[config.mk]
export PLATFORM = sky130hd
export DESIGN_NAME = sv_stream_fifo
export DESIGN_NICKNAME = d
export VERILOG_FILES = /design/src/rtl/sv_stream_fifo.sv
export SDC_FILE = /design/constraint.sdc
export NUM_CORES = 1
export LEC_CHECK = 0
export CAP_MARGIN = 0
export CORE_ASPECT_RATIO = 1.2
export CORE_MARGIN = 8
export CORE_UTILIZATION = 55
export CTS_CLUSTER_DIAMETER = 100
export DETAILED_ROUTE_END_ITERATION = 7
export DONT_BUFFER_PORTS = 1
export PLACE_DENSITY = 0.7
export SKIP_LAST_GASP = 1
export SYNTH_ARGS = -nofsm -noshare
export SYNTH_HDL_FRONTEND = slang
export SYNTH_SLANG_ARGS = --single-unit
export TNS_END_PERCENT = 5
[constraint.sdc]
create_clock -name clk -period 3 [get_ports clk]
set_clock_uncertainty 0.15 [all_clocks]
set_input_delay 0.15 -clock clk [delete_from_list [all_inputs] [get_ports clk]]
set_output_delay 0.15 -clock clk [all_outputs]
set_load 0.005 [all_outputs]
[src/rtl/sv_stream_fifo.sv]
// Parametrised synchronous FIFO with valid/ready handshakes on both sides.
// The head word is read straight out of storage, so there is no path from in_data to out_data.
module sv_stream_fifo #(
  parameter int WIDTH = 8,
  parameter int DEPTH = 4,
  parameter int AFULL = 3,
  localparam int CW = $clog2(DEPTH + 1)
) (
  input  bit             clk,
  input  bit             rst,
  input  bit             flush,
  input  bit [WIDTH-1:0] in_data,
  input  bit             in_valid,
  output bit             in_ready,
  output bit [WIDTH-1:0] out_data,
  output bit             out_valid,
  input  bit             out_ready,
  output bit [CW-1:0]    count,
  output bit             almost_full
);

  localparam int PW = $clog2(DEPTH);

  bit [WIDTH-1:0] mem [DEPTH];
  bit [PW-1:0]    wr_ptr;
  bit [PW-1:0]    rd_ptr;
  bit             push;
  bit             pop;

  // Status comes only from registered state, so a pop never frees a slot for a push in the same cycle.
  assign in_ready    = (count != CW'(DEPTH));
  assign out_valid   = (count != '0);
  assign almost_full = (count >= CW'(AFULL));
  assign out_data    = mem[rd_ptr];

  assign push = in_valid && in_ready;
  assign pop  = out_valid && out_ready;

  // NOTE: sequential state uses non-blocking assignments so every register samples pre-edge values.
  always_ff @(posedge clk) begin
    if (rst || flush) begin
      wr_ptr <= '0;
      rd_ptr <= '0;
      count  <= '0;
    end else begin
      // Pointers are exactly PW bits wide, so DEPTH-1 wraps to 0 by truncation.
      if (push) wr_ptr <= wr_ptr + PW'(1);
      if (pop)  rd_ptr <= rd_ptr + PW'(1);
      if (push && !pop)      count <= count + CW'(1);
      else if (pop && !push) count <= count - CW'(1);
    end
  end

  // NOTE: the storage array is deliberately left out of reset; only the pointers and count define validity.
  always_ff @(posedge clk) begin
    if (!rst && !flush && push) mem[wr_ptr] <= in_data;
  end

endmodule

==> results of run 1 <==
worst max-delay path, stage by stage (launching register included):
cell and delay (ps):
dfxtp_1 580, nor3b_4 100, nor2_2 210, ha_1 220
inv_1 60, fa_1 370, xor2_1 150, or3_1 310
a21oi_1 140
metrics by stage:
step	util [%]	cell area, sq um
finish	67.8	1910
global route	67.8	1910
CTS	67.8	1910
detailed placement	59.6	1680
global placement	59.6	1680
floorplan	-	1650
sequential cells by signal (all words and copies together), names as in the netlist, named ones only:
| register | count |
|---|---|
| rd_ptr | 2 |
| mem | 32 |
| count | 3 |
| wr_ptr | 2 |
area by class of cell:
class / instances / area share, %
clock inverters: 1 / 0.262
repair buffers: 16 / 8.40
flip-flops and latches: 41 / 59.8
multi-input cells: 44 / 24.9
clock buffers: 7 / 3.41
well taps: 34 / 2.23
inverters: 5 / 0.984
report_power, final:
part | internal [mW] | leakage, nW | switching, mW
Clock | 0.136 | 0.0413 | 0.160
Combinational | 0.0509 | 0.272 | 0.0444
Sequential | 0.623 | 0.362 | 0.0191
layer usage:
layer | share of wire, % | vias up
met2 | 52 | 24
met1 | 39 | 417
li1 | - | 398
met5 | 0 | -
met3 | 6.9 | 5
met4 | 2.3 | 0
repair_timing:
item	CTS	global route
hold endpoints to repair	41	0
hold buffers	16	0
endpoints found under the setup margin	0	0
setup buffers	0	0
kinds of logic after synthesis:
kind of cell,count (synthesis),share of synthesized area [%]
AND/OR/NAND/NOR,17,6.31
flip-flops,41,69.3
adder cells (fa/ha/maj),6,5.02
buffers and inverters,8,1.90
multiplexers,9,11.6
AO/OA/AOI/OAI,8,3.80
XOR/XNOR,4,2.13
worst paths after layout:
path              depth (start not counted)                     to  slack (ps)                   start
setup / recovery                          8  count[2]$_SDFFE_PP0P_         630   count[1]$_SDFFE_PP0P_
hold / removal                            2    mem[0][6]$_DFFE_PP_         250                   flush
setup reg to reg                          8  count[2]$_SDFFE_PP0P_         630   count[1]$_SDFFE_PP0P_
hold reg to reg                           2               register         390  rd_ptr[1]$_SDFFE_PP0P_
placed cells by master (no fill, tap or decap), drive strengths merged, types with 4 or more instances in the layout:
cell,Yosys,final
and3,4,4
dlygate4sd3,0,16
mux4,8,8
nor2,7,7
inv,5,5
dfxtp,9,9
xor2,4,4
ha,5,5
clkbuf,1,7
edfxtp,32,32
==> impl_results.md, run 1 <==
- # rows: 21
- Drt wl/cell: roughly 19 um
- Placeable Area: 2810 sq um
- Worst ir drop on vdd: around 0.41 mV
- IO buf count: 0
- Yosys cell types: 27
- First-pass GRT wire length: approximately 4600 um
- CP Capture Type: register
- Status: finished clean
- Worst Path Required: between 3000 and 4000 ps
- Multi-input logic area: 474 sq um
- Vias in the first global route: about 930
- CTS H-Tree Depth: 2
- Diode count: 0
- Number of iterations in the first detailed-routing pass: 3
- Max_cap viols: 0
- Yosys warns: 0
- Total Routed Length: 2800 um
- Post-Layout Cell Count: 148
- Setup TNS: 0 ps
- Min Tclk post-route: 2370 ps
- CTS clk-pin slew, worst paths: 120 ps
- Startpoint Class: register
- DP Cell Count: roughly 120
- Fin worst setup slack: around 630 ps
- GR Util met1: between 10 and 15%
- Initial antenna violation count: 0
- Routed Antenna Nets: 0
- Register area: between 1000 and 1500 sq um
- Worst-Skew Late Latency: 340 ps
- Synth cell count leaders: edfxtp_1 (32), dfxtp_1 (9), mux4_2 (8)
- DRC Markers: 0
- Num CTS Buffers: 5
- Final Wtd Congestion: 0.623
- Post-synth EDFFs: 32
- Achievable clock frequency: roughly 0.42 GHz
- Synth Cell Area: between 1500 and 2000 sq um
- Vias post-DR: between 800 and 900
- Syn Nets: between 100 and 150
- Final Hold Violating Endpoints: 0
- DIE AREA: approximately 5000 sq um
- Met2 global-route usage: ~20%
- Gr ovfl total: 0
- Top cell type by total area after synthesis: edfxtp_1
- Worst rel slew slack: between 60% and 70%
- Via/cell ratio: 5.70
- Leak: a little under 0.7 nW
- Worst slew pin tran: between 500 and 600 ps
- Syn Area/Cell: ~18 sq um
- WHS: 245 ps
- Fillers: 190
- Starting Density: 58.6%
- Period utilization: about four fifths
- Post-DP HPWL: 1940 um
- GRT Overall Usage: roughly 12%
- Sequential element share of the synthesized area: ~69%
- Proportion of layout cells with a drive suffix above 1: between 20% and 30%
- Top-count cell post-synth: edfxtp_1
- Top FF cell, synth: edfxtp_1
- #FFs+latches synth: 41
- CTS root buffer: clkbuf_4
- Fin nets: between 100 and 150
- Top Usage Layer GRT: met2
- Mapped Cells: a little over 90
- Die Y: 75.9 um
- Largest net degree at the start of global routing: 13
- Data arrival, critical path: 2490 ps
- Die W: approximately 66 um
- Slew Limit Fails: 0
- P&R area growth vs syn: 15.8%
- Clock tree buffer depth: 2
- CTS tree: built
- RSZ-0062 raised after global routing: no
- Pre-CTS WS: around 650 ps
- Crit Path Class: reg -> reg
- Met3 usage: 5.74%
- TritonCTS sink count: between 40 and 50
- Min-delay worst type: in -> reg
- Power Total: 1.03 mW
- Initial drt markers: 32
- I/O pin count: 27
- Post-CTS sizing: 0
- Area share of the largest cell type after synthesis: 58.4%
- Post-synthesis async set-or-reset flop share: 0%
- Crit-path max FO: 8
- Synth top area cells: edfxtp_1 (58%), dfxtp_1 (11%), mux4_2 (11%), ha_1 (3.8%), xor2_1 (2.1%)
- Power Dens Cells: 542 nW/um^2
- Final setup violation count: 0
No activity file was read; power rests on OpenSTA's default activity.
==> inputs of run 2 (changes only) <==
--- a/config.mk
+++ b/config.mk
@@ -12,7 +12,7 @@
 export CTS_CLUSTER_DIAMETER = 100
 export DETAILED_ROUTE_END_ITERATION = 7
 export DONT_BUFFER_PORTS = 1
-export PLACE_DENSITY = 0.7
+export PLACE_DENSITY = 0.73
 export SKIP_LAST_GASP = 1
 export SYNTH_ARGS = -nofsm -noshare
 export SYNTH_HDL_FRONTEND = slang
==> constraint.sdc (replaced) <==
create_clock -name clk -period 2.1 [get_ports clk]
set_clock_uncertainty 0.15 [all_clocks]
set_input_delay 0.105 -clock clk [delete_from_list [all_inputs] [get_ports clk]]
set_output_delay 0.105 -clock clk [all_outputs]
set_load 0.005 [all_outputs]
==> run 2 against run 1 <==
  * Clock power up 24%
  * Die area unchanged
  * Sequential share of layout area is 1.4 points lower
  * Non-clock buffer count is 7 higher
  * Global-route usage grew 0.81 points
  * Combinational power increased by 91%
  * Total power is 41% higher
  * Wire length is 4.5% higher
  * Core utilization is 2.0 points higher
  * Final cell count rose by 4.7%
  * Highest routed layer unchanged
==> impl_results.md, run 2 (synthesis gave the netlist of run 1 again) <==
- Achievable clock frequency: 0.477 GHz (was 0.422 GHz)
- Min-delay worst type: in -> reg (unchanged)
- Final core utilization: 69.9% (was 67.8%)
- Setup TNS: 0 ps (unchanged)
- Fin nets: 139 (was 132)
- Commonest non-fill, non-tap cells in the layout: edfxtp_1 (32), dlygate4sd3_1 (15), mux4_2 (8), buf_4 (8), dfxtp_1 (6) (was edfxtp_1 (32), dlygate4sd3_1 (16), dfxtp_1 (9))
- Status: finished clean (unchanged)
- Clk pwr share: 25.0% (was 28.6%)
- Max_cap viols: 0 (unchanged)
- Reg power frac: 62.5% (was 62.2%)
- Max reg flops: 32 (unchanged)
- Startpoint Class: register (unchanged)
- Number of iterations in the first detailed-routing pass: 2 (was 3)
- Crit Path Class: reg -> reg (unchanged)
- Fin worst setup slack: 2.02 ps (was 631 ps)
- Largest net degree at the start of global routing: 14 (was 13)
- Sw frac: 23.6% (was 21.6%)
- Worst ir drop on vdd: 0.506 mV (was 0.405 mV)
- Logic pwr share: 12.4% (was 9.2%)
- IO buf count: 0 (unchanged)
- Via/cell ratio: 5.60 (was 5.70)
- Worst-Skew Late Latency: 340 ps (about the same)
- Crit-path max FO: 5 (was 8)
- Diode count: 0 (unchanged)
- Post-DP HPWL: 2000 um (was 1940 um)
- Largest registers: mem: 32 flops, count: 3 flops (unchanged)
- Die Y: 75.9 um (unchanged)
- Slew Limit Fails: 0 (unchanged)
- # rows: 21 (unchanged)
- Final Hold Violating Endpoints: 0 (unchanged)
- DRC Markers: 0 (unchanged)
- I/O pin count: 27 (unchanged)
- First-pass GRT wire length: 4970 um (was 4590 um)
- Int Pwr: 1.12 mW (was 810 uW)
- Period utilization: 99.9% (was 79.0%)
- Leak: 0.699 nW (was 0.675 nW)
- TritonCTS sink count: 41 (unchanged)
- WHS: 175 ps (was 245 ps)
- Clock tree buffer depth: 2 (unchanged)
- CTS tree: built (unchanged)
- Worst rel slew slack: 64.6% (was 65.1%)
- Starting Density: 58.6% (unchanged)
- Worst slew pin tran: 530 ps (was 523 ps)
- Die W: 66.0 um (unchanged)
- CTS H-Tree Depth: 2 (unchanged)
- GRT Overall Usage: 13.2% (was 12.4%)
- Top reg by flops: mem (unchanged)
- Vias post-DR: 868 (was 844)
- Worst Path Required: 2230 ps (was 3120 ps)
- CTS clk-pin slew, worst paths: 110 ps (was 120 ps)
- RSZ-0062 raised after global routing: yes (was no)
- Initial antenna violation count: 0 (unchanged)
- Gr ovfl total: 0 (unchanged)
- Drt wl/cell: 18.9 um (about the same)
- Num CTS Buffers: 5 (unchanged)
- Min Tclk post-route: 2100 ps (was 2370 ps)
- CTS root buffer: clkbuf_4 (unchanged)
- DIE AREA: 5010 sq um (unchanged)
- Pre-CTS WS: -27.3 ps (was 650 ps)
- CP Capture Type: register (unchanged)
- Fillers: 192 (was 190)
- Commonest non-fill, non-tap cell in the layout: edfxtp_1 (unchanged)
- Proportion of layout cells with a drive suffix above 1: 31.4% (was 21.1%)
- Vias in the first global route: 985 (was 925)
- Final setup violation count: 0 (unchanged)
- Initial drt markers: 38 (was 32)
- Routed Antenna Nets: 0 (unchanged)
- Total Routed Length: 2920 um (was 2800 um)
- Sw power: 345 uW (was 224 uW)
- Final Wtd Congestion: 0.643 (was 0.623)
- Data arrival, critical path: 2220 ps (was 2490 ps)
- Placeable Area: 2810 sq um (unchanged)
- P&R area growth vs syn: 19.3% (was 15.8%)
- Power Dens Cells: 744 nW/um^2 (was 542 nW/um^2)
-- run 2: path summary, 6_finish.rpt --
kind / startpoint / to / slack, ps / depth (start not counted)
max: count[2]$_SDFFE_PP0P_ / count[2]$_SDFFE_PP0P_ / 2 / 8
min: flush / mem[1][1]$_DFFE_PP_ / 180 / 2
max reg2reg: count[2]$_SDFFE_PP0P_ / count[2]$_SDFFE_PP0P_ / 2 / 8
min reg2reg: count[2]$_SDFFE_PP0P_ / count[2]$_SDFFE_PP0P_ / 390 / 2
-- run 2: repair_timing --
| action | CTS | global route |
|---|---|---|
| buffers inserted | 2 | 0 |
| setup endpoints to repair | 1 | 2 |
| pin swaps | 2 | 1 |
| hold buffers | 15 | 0 |
| resized for setup | 5 | 1 |
| hold endpoints to repair | 41 | 0 |
-- run 2: metal layers --
metal	vias up	global-route usage [%]	routed length (um)
met5	-	0	0
met4	0	6.64	86
met3	8	5.29	176
met2	28	21.4	1500
met1	418	14.3	1160
li1	414	-	-
-- run 2: area by class of cell --
type	instances	area [sq um]	share of cell area [%]
clock buffers	5	37.5	1.91
inverters	5	18.8	0.955
multi-input cells	44	490	25.0
flip-flops and latches	41	1150	58.4
well taps	34	42.5	2.17
clock inverters	3	17.5	0.892
repair buffers	23	210	10.7
-- run 2: power groups by stage --
stage / clock network (mW) / logic, mW / registers [mW]
5_1_grt: 0.408 / 0.201 / 0.918
2_1_floorplan: 0 / 0.0960 / 0.928
4_1_cts: 0.381 / 0.179 / 0.915
3_5_place_dp: 0 / 0.139 / 0.931
3_3_place_gp: 0 / 0.131 / 0.929
6_report: 0.366 / 0.182 / 0.914
-- run 2: critical path: stages (launching register included) --
cell     delay (ps)
dfxtp_4         380
nor3b_4         160
nor2_2          120
ha_2            200
inv_1            60
fa_2            350
xor2_1          160
or3_1           300
a21oi_1         140
-- run 2: metrics by stage --
| step | instance area, sq um | instances | total power, mW |
|---|---|---|---|
| after global placement | 1720 | 130 | 1.06 |
| after global routing | 1960 | 155 | 1.53 |
| after detailed placement | 1720 | 130 | 1.07 |
| final | 1960 | 155 | 1.46 |
| after CTS | 1960 | 155 | 1.48 |
| after floorplan | 1650 | 93 | 1.02 |
==> inputs of run 3 (changes only) <==
--- a/config.mk
+++ b/config.mk
@@ -8,11 +8,10 @@
 export CAP_MARGIN = 0
 export CORE_ASPECT_RATIO = 1.2
 export CORE_MARGIN = 8
-export CORE_UTILIZATION = 55
+export CORE_UTILIZATION = 35
 export CTS_CLUSTER_DIAMETER = 100
 export DETAILED_ROUTE_END_ITERATION = 7
 export DONT_BUFFER_PORTS = 1
-export PLACE_DENSITY = 0.73
 export SKIP_LAST_GASP = 1
 export SYNTH_ARGS = -nofsm -noshare
 export SYNTH_HDL_FRONTEND = slang
==> run 3 against run 2 <==
  * Sequential cell count is the same
  * Die area grew 43%
  * Non-clock buffer count shrank 1
  * Critical path depth is the same
  * Count of clock-buffer cells in the layout is the same
  * Largest power group unchanged
  * Global-route usage shrank 4.5 points
  * Worst setup slack gained 45 ps
  * Largest cell class unchanged
  * Core utilization shrank 26 points
  * Cell area grew 2.5%
  * Critical path type unchanged
  * Total power grew 8.1%
  * Final cell count grew 15%
==> impl_results.md, run 3 (synthesis gave the netlist of run 1 again) <==
- Status: finished clean (unchanged)
- Leak: 0.706 nW (was 0.699 nW)
- Peak per-stage delay on the critical path: 370 ps (was 380 ps)
- Sw frac: 22.9% (was 23.6%)
- Die W: 78.6 um (was 66.0 um)
- Min Tclk post-route: 2050 ps (was 2100 ps)
- Commonest non-fill, non-tap cells in the layout: edfxtp_1 (32), dlygate4sd3_1 (14), mux4_2 (8), buf_4 (8) (was edfxtp_1 (32), dlygate4sd3_1 (15), mux4_2 (8), buf_4 (8), dfxtp_1 (6))
- Worst slew pin tran: 566 ps (was 530 ps)
- Die Y: 91.1 um (was 75.9 um)
- Largest registers: mem: 32 flops, count: 3 flops (unchanged)
- Setup TNS: 0 ps (unchanged)
- Top Usage Layer GRT: met2 (unchanged)
- Max_cap viols: 0 (unchanged)
- Achievable clock frequency: 0.487 GHz (was 0.477 GHz)
- Largest net degree at the start of global routing: 14 (unchanged)
- Hold Crit Start: flush (unchanged)
- Period utilization: 97.7% (was 99.9%)
- CP max-delay cell: dfxtp_4 (unchanged)
- Final setup violation count: 0 (unchanged)
- DRC Markers: 0 (unchanged)
- IO buf count: 0 (unchanged)
- Vias post-DR: 866 (was 868)
- Placeable Area: 4560 sq um (was 2810 sq um)
- Initial drt markers: 34 (was 38)
- DIE AREA: 7160 sq um (was 5010 sq um)
- Final Wtd Congestion: 0.686 (was 0.643)
- R2R Path Start: count[2]$_SDFFE_PP0P_ (unchanged)
- Final Hold Violating Endpoints: 0 (unchanged)
- Sw power: 363 uW (was 345 uW)
- Commonest non-fill, non-tap cell in the layout: edfxtp_1 (unchanged)
- Logic pwr share: 11.3% (was 12.4%)
- Worst rel slew slack: 62.2% (was 64.6%)
- Hold depth: 2 (unchanged)
- Clock tree buffer depth: 2 (unchanged)
- Post-DP HPWL: 1910 um (was 2000 um)
- Num CTS Buffers: 5 (unchanged)
- Proportion of layout cells with a drive suffix above 1: 30.8% (was 31.4%)
- DP Cell Count: 154 (was 130)
- Power Dens Cells: 785 nW/um^2 (was 744 nW/um^2)
- CP Capture Type: register (unchanged)
- Crit-path max FO: 4 (was 5)
- # rows: 27 (was 21)
- Routed Antenna Nets: 0 (unchanged)
- Int Pwr: 1.22 mW (was 1.12 mW)
- Starting Density: 36.1% (was 58.6%)
- R2R Setup Slk: 50 ps (was 2 ps)
- GRT Overall Usage: 8.67% (was 13.2%)
- Reg power frac: 57.7% (was 62.5%)
- Hold path endpoint: mem[0][1]$_DFFE_PP_ (was mem[1][1]$_DFFE_PP_)
- Max reg flops: 32 (unchanged)
- Total Routed Length: 2860 um (was 2920 um)
- Drt wl/cell: 16.1 um (was 18.9 um)
- CTS tree: built (unchanged)
- FF-to-FF End: count[2]$_SDFFE_PP0P_ (unchanged)
- Critical Path, Cell by Cell: nor3b_4 > nor2_2 > ha_2 > inv_1 > fa_2 > xor2_1 > or3_1 > a21oi_1 (unchanged)
- CTS clk-pin slew, worst paths: 80 ps (was 110 ps)
- RSZ-0062 raised after global routing: yes (unchanged)
- Met3 usage: 4.34% (was 5.29%)
- Gr ovfl total: 0 (unchanged)
- I/O pin count: 27 (unchanged)
- GR Util met1: 9.56% (was 14.3%)
- Clk pwr share: 31.0% (was 25.0%)
- Slew Limit Fails: 0 (unchanged)
- Power Total: 1.58 mW (was 1.46 mW)
- Startpoint Class: register (unchanged)
- TritonCTS sink count: 41 (unchanged)
- Met2 global-route usage: 13.8% (was 21.4%)
- Top reg by flops: mem (unchanged)
- Post-Layout Cell Count: 178 (was 155)
- Data arrival, critical path: 2120 ps (was 2220 ps)
- First-pass GRT wire length: 4770 um (was 4970 um)
- CTS H-Tree Depth: 2 (unchanged)
- P&R area growth vs syn: 22.3% (was 19.3%)
- Worst r2r path cells: 8 (unchanged)
- CTS root buffer: clkbuf_8 (was clkbuf_4)
- Worst-Skew Late Latency: 290 ps (was 340 ps)
- Min-delay worst type: in -> reg (unchanged)
- Crit Path Class: reg -> reg (unchanged)
- Via/cell ratio: 4.87 (was 5.60)
- Diode count: 0 (unchanged)
- Worst ir drop on vdd: 0.335 mV (was 0.506 mV)
- Worst Path Required: 2160 ps (was 2230 ps)
- Number of iterations in the first detailed-routing pass: 4 (was 2)
- Initial antenna violation count: 0 (unchanged)
- Fin nets: 138 (was 139)
- Vias in the first global route: 943 (was 985)
## run 3: stage by stage
step / utilization, % / instance area, sq um / setup slack, ps / hold slack (ps)
floorplan: - / 1650 / 15.2 / 53.9
global placement: 38.5 / 1750 / 83.5 / 54.1
detailed placement: 38.5 / 1750 / 1.25 / 54.1
CTS: 43.9 / 2000 / 11.0 / 273
global route: 44.1 / 2010 / -36.1 / 296
finish: 44.1 / 2010 / 47.3 / 271
## run 3: metal layers
layer | wire length [um] | vias to the layer above
li1 | - | 407
met2 | 1400 | 28
met3 | 210 | 5
met1 | 1200 | 426
met4 | 50 | 0
met5 | 0 | -
## run 3: repair_timing
action	in CTS	in global routing
hold buffers	14	0
pin swaps	1	2
gates resized for setup	3	2
endpoints found under the hold margin	41	0
setup buffers	1	1
endpoints found under the setup margin	1	1
## run 3: area by class of cell
cell class | instances | area, sq um
Clock buffer | 5 | 68.8
Clock inverter | 3 | 17.5
Fill cell | 405 | 2550
Inverter | 5 | 18.8
Multi-Input combinational cell | 44 | 488
Sequential cell | 41 | 1150
Tap cell | 58 | 72.6
Timing Repair Buffer | 22 | 200
## run 3: how the worst max path moves through the flow
| stage | endpoint | from |
|---|---|---|
| final | count[2]$_SDFFE_PP0P_ | count[2]$_SDFFE_PP0P_ |
| after global routing | count[2]$_SDFFE_PP0P_ | count[2]$_SDFFE_PP0P_ |
| after CTS | count[2]$_SDFFE_PP0P_ | count[2]$_SDFFE_PP0P_ |
| after detailed placement | count[2]$_SDFFE_PP0P_ | count[0]$_SDFFE_PP0P_ |
| after global placement | count[2]$_SDFFE_PP0P_ | count[0]$_SDFFE_PP0P_ |
| after floorplan | count[2]$_SDFFE_PP0P_ | count[2]$_SDFFE_PP0P_ |
## run 3: power by group through the flow
stage                     clock network, mW  logic [mW]  registers, mW
after global routing                  0.536       0.199          0.915
after CTS                             0.512       0.173          0.913
after global placement                    0       0.134          0.928
after floorplan                           0      0.0960          0.928
after detailed placement                  0       0.136          0.929
final                                 0.491       0.178          0.912
## run 3: critical path: cells and delay by family (launching register included)
family | cells | cell delay (ps)
adders and majority gates | 2 | 520
AOI/OAI and AO/OA | 1 | 130
buffers and inverters | 1 | 50
and+or+nand+nor | 3 | 600
xor gates and xnor gates | 1 | 160
DFF | 1 | 370
